===== src/rtl/prog_sequence_counter.sv =====
// rtl/prog_sequence_counter.sv - programmable-table sequence counter with wrap/one-shot modes
module prog_sequence_counter #(
    parameter int                          WIDTH    = 3,
    parameter int                          DEPTH    = 8,
    parameter logic [WIDTH*DEPTH-1:0]      INIT_SEQ = {3'd0, 3'd0, 3'd2, 3'd3, 3'd6, 3'd7, 3'd5, 3'd0},
    parameter int                          INIT_LEN = 6,
    localparam int                         AW       = $clog2(DEPTH)
) (
    input  logic             clk,
    input  logic             rst,
    input  logic             en,
    input  logic             dir,
    input  logic             one_shot,
    input  logic             restart,
    input  logic             len_wr,
    input  logic [AW:0]      len_in,
    input  logic             wr_en,
    input  logic [AW-1:0]    wr_addr,
    input  logic [WIDTH-1:0] wr_data,
    output logic [WIDTH-1:0] q,
    output logic [AW-1:0]    idx,
    output logic             wrap,
    output logic             done
);

    localparam int            LW      = AW + 1;
    localparam logic [LW-1:0] DEPTH_L = LW'(DEPTH);

    logic [WIDTH*DEPTH-1:0] table_q, table_d;
    logic [LW-1:0]          len_q, len_d, len_new, len_m1;
    logic [AW-1:0]          idx_q, idx_d;
    logic                   wrap_q, wrap_d;
    logic                   done_q, done_d;
    logic                   at_end;

    function automatic logic [AW-1:0] start_idx(input logic [LW-1:0] l, input logic d);
        logic [LW-1:0] m;
        m = l - LW'(1);
        return d ? m[AW-1:0] : '0;
    endfunction

    always_comb begin
        len_new = len_in;
        if (len_in == '0) begin
            len_new = LW'(1);
        end else if (len_in > DEPTH_L) begin
            len_new = DEPTH_L;
        end
    end

    // An index at or beyond len (only possible transiently) always counts as an end.
    assign len_m1 = len_q - LW'(1);
    assign at_end = dir ? ((idx_q == '0) || ({1'b0, idx_q} >= len_q))
                        : ({1'b0, idx_q} >= len_m1);

    always_comb begin
        table_d = table_q;
        if (wr_en) begin
            table_d[int'(wr_addr)*WIDTH +: WIDTH] = wr_data;
        end
    end

    always_comb begin
        idx_d  = idx_q;
        len_d  = len_q;
        wrap_d = 1'b0;
        done_d = done_q;
        if (restart) begin
            idx_d  = start_idx(len_q, dir);
            done_d = 1'b0;
        end else if (len_wr) begin
            len_d  = len_new;
            idx_d  = start_idx(len_new, dir);
            done_d = 1'b0;
        end else if (en && !done_q) begin
            if (!at_end) begin
                idx_d = dir ? (idx_q - AW'(1)) : (idx_q + AW'(1));
            end else if (one_shot) begin
                done_d = 1'b1;
            end else begin
                idx_d  = start_idx(len_q, dir);
                wrap_d = 1'b1;
            end
        end
    end

    always_ff @(posedge clk or negedge rst) begin
        if (!rst) begin
            table_q <= INIT_SEQ;
            len_q   <= LW'(INIT_LEN);
            idx_q   <= '0;
            wrap_q  <= 1'b0;
            done_q  <= 1'b0;
        end else begin
            table_q <= table_d;
            len_q   <= len_d;
            idx_q   <= idx_d;
            wrap_q  <= wrap_d;
            done_q  <= done_d;
        end
    end

    assign q    = table_q[int'(idx_q)*WIDTH +: WIDTH];
    assign idx  = idx_q;
    assign wrap = wrap_q;
    assign done = done_q;

endmodule


===== config.mk =====
export PLATFORM = sky130hd
export DESIGN_NAME = prog_sequence_counter
export DESIGN_NICKNAME = d
export VERILOG_FILES = /design/src/rtl/prog_sequence_counter.sv
export SDC_FILE = /design/constraint.sdc
export NUM_CORES = 1
export LEC_CHECK = 0
export CAP_MARGIN = 20
export CORE_UTILIZATION = 55
export DETAILED_ROUTE_END_ITERATION = 12
export PLACE_DENSITY = 0.82
export SLEW_MARGIN = 20
export SYNTH_ARGS = -nofsm -noshare
export SYNTH_HDL_FRONTEND = slang
export SYNTH_SLANG_ARGS = --single-unit

===== constraint.sdc =====
create_clock -name clk -period 7.4 [get_ports clk]
set_clock_uncertainty 0.1 [all_clocks]
set_input_delay 1.11 -clock clk [delete_from_list [all_inputs] [get_ports clk]]
set_output_delay 1.11 -clock clk [all_outputs]
set_load 0.01 [all_outputs]

==> impl_metrics.csv <==
group,metric,value,unit
pwr,leakage,1.047,nW
clock_network,ctsLongestPathBuffers,2,
critical_path,endpoint_kind,"output port",
layout,area_growth,19.39,%
timing,final-hold-violation-count,0,
global_route,antenna_found_initial,0,
layout,multi_input_area,0.001147,mm^2
synthesis,async_flop_share,1.000,
drt,ant_nets,0,
pwr,peakVddDrop,134.8,uV
floorplan,fp-row-count,21,
clock_network,clkTransAtPathRegs,60,ps
synthesis,synth_edf_count,0,
drt,drt-vias-per-instance,5.980,
global_route,track_usage,0.2551,
synthesis,synth_flop_cell,"dfrtp_1",
clock_network,cts_resized,0,
status,outcome,"finished, final reports clean",
placement,place_ws,3975,ps
min_path,hold_path_class,"flip-flop to flip-flop",
layout,drive_gt1_frac,0.3119,
critical_path,reg2reg_slack,4610,ps
drt,num_vias,1483,
synthesis,synth_nets,203,
synthesis,synth.avg_cell_area,11.82,um^2
placement,io_buffers,25,
pwr,power.density,263.1,mW/mm^2
critical_path,crit_type,"flip-flop to output port",
critical_path,path_cells,"mux4_2, mux2_2, clkdlybuf4s50_1",
clock_network,insertion_delay,290,ps
clock_network,cts_tree,"built",
floorplan,die_h,62.99,um
clock_network,cts_buffers,5,
critical_path,critical_path_arrival,2340,ps
critical_path,critPathRequiredTime,6190,ps
layout,layout.nets,231,
timing,setup_viol,0,
drt,wl,4501,um
job,drv_cap,0,
floorplan,dieArea,0.003967,mm^2
critical_path,critPathSlowestCell,"dfrtp_1",
synthesis,ys_seq_area_frac,0.4110,
placement,finalWeightedCongestion,0.8525,
timing,rsz0062_at_grt,"no",
floorplan,pin_count,26,
critical_path,crit_buf_inv,1,
drt,drt_pass1_iterations,4,
layout,layout_common_cells,"mux2_2, clkdlybuf4s50_1, dfrtp_1",
floorplan,start_util,0.5943,
clock_network,htreeDepth,2,
placement,dp_hpwl,3385,um
timing,final.setup.tns,0,ps
timing,finalMaxSlewViolations,0,
clock_network,hold_buffers,0,
clock_network,cts_setup_buffers,0,
timing,post-route-worst-setup-slack,3847,ps
timing,slew_headroom,0.6185,
critical_path,critPathMaxStageDelay,700,ps
synthesis,synth_area,0.002046,mm^2
timing,post-route-min-period,3553,ps
synthesis,ys_types,42,
layout,final_common_cell,"mux2_2",
global_route,grt_pass1_vias,1524,
timing,max_freq,281.5,MHz
critical_path,cp_max_fo,11,
timing,max_slew.worst_pin.slew,572.2,ps
clock_network,cts_sinks,33,
timing,timing.final.crit_share,0.4801,
global_route,gr-total-overflow,0,
layout,num_antenna_cells,0,
synthesis,ys_ff_latch,33,
layout,seqCellArea,840.8,um^2
synthesis,ys_warn_count,0,
critical_path,start_kind,"flip-flop",
floorplan,core_area,0.003442,mm^2
clock_network,root_buffer,"clkbuf_8",
drt,drt_iter0_drc,115,
critical_path,critPathTopFamily,"multiplexers",
layout,fillCellCount,244,
floorplan,dieWidth,62.99,um
drt,wl_per_cell,18.15,um
global_route,grt_pass1_wl,7410,um
drt,drc,0,
synthesis,synthesis.instances,173,
global_route,grt_max_degree,34,
## final timing paths
kind                                  start           to  cells past startpoint
worst max-delay path                 idx[0]         q[1]                      3
worst min-delay path            table_q[22]  table_q[22]                      1
worst max register to register     len_q[1]       idx[1]                     10
worst min register to register  table_q[22]  table_q[22]                      1
max in group asynchronous               rst   table_q[7]                      2
min in group asynchronous               rst  table_q[17]                      2
## metrics by stage
stage | power [mW] | cell area, um^2 | utilization | hold slack [ps] | instances
global route | 0.6796 | 2442 | 0.7096 | 416.8 | 248
detailed placement | 0.4946 | 2341 | 0.6801 | 394.2 | 240
finish | 0.6425 | 2442 | 0.7096 | 405.8 | 248
CTS | 0.6468 | 2442 | 0.7096 | 409.5 | 248
global placement | 0.4790 | 2341 | 0.6801 | 385.5 | 240
floorplan | 0.4133 | 2046 | - | 372.3 | 173
## cells in the mapped netlist (2+ instances only)
library cell | number | share of area
mux2_2 | 29 | 0.16
dfrtp_1 | 21 | 0.26
dfstp_2 | 12 | 0.15
nor2_1 | 12 | 0.022
ha_1 | 11 | 0.067
inv_1 | 10 | 0.018
nand2_1 | 9 | 0.017
mux4_2 | 6 | 0.066
nand2b_1 | 5 | 0.015
and3_1 | 4 | 0.012
clkbuf_1 | 4 | 0.0073
o21ai_0 | 4 | 0.0098
xnor2_1 | 4 | 0.017
a21oi_1 | 3 | 0.0073
and2_1 | 3 | 0.0092
nor3_1 | 3 | 0.0073
o221ai_1 | 3 | 0.013
a31oi_1 | 2 | 0.0061
mux2_4 | 2 | 0.015
nand3_1 | 2 | 0.0049
nand3b_1 | 2 | 0.0073
nor2b_1 | 2 | 0.0061
## final cells by class
cell class	count	share of cell area
clock inverter	1	0.002049
clock buffer	7	0.03945
timing repair buffer	26	0.1055
tap	46	0.02357
multi-input combinational	125	0.4698
inverter	10	0.01537
sequential	33	0.3443
## power breakdown
part / total, mW / leakage, nW / internal (mW) / switching, mW
combinational: 0.227 / 0.595 / 0.133 / 0.0939
clock: 0.151 / 0.0542 / 0.0840 / 0.0668
sequential: 0.265 / 0.398 / 0.224 / 0.0406
## metal layers
layer  track usage  routed length (um)  vias to the layer above
li1              -                   -                      679
met1        0.3214                1825                      732
met2        0.4194                2313                       62
met4        0.1047                  83                        0
met5             0                   0                        -
met3       0.05839                 278                       10
## logic make-up (layout without fill, tap and decap cells)
| logic type | count (synthesis) | in the layout | share of synthesized area |
|---|---|---|---|
| and+or+nand+nor | 47 | 47 | 0.1205 |
| muxes | 38 | 38 | 0.2453 |
| DFF | 33 | 33 | 0.4110 |
| AOI/OAI and AO/OA | 23 | 23 | 0.09665 |
| buffers and inverters | 15 | 44 | 0.02813 |
| adders and majority gates | 12 | 12 | 0.07706 |
| xor gates and xnor gates | 5 | 5 | 0.02141 |
## flip-flops by register name, indices dropped and copies added, names as in the netlist
register / count
idx: 3
done: 1
len_q: 4
table_q: 24
wrap: 1
No activity file was read; power rests on OpenSTA's default activity.
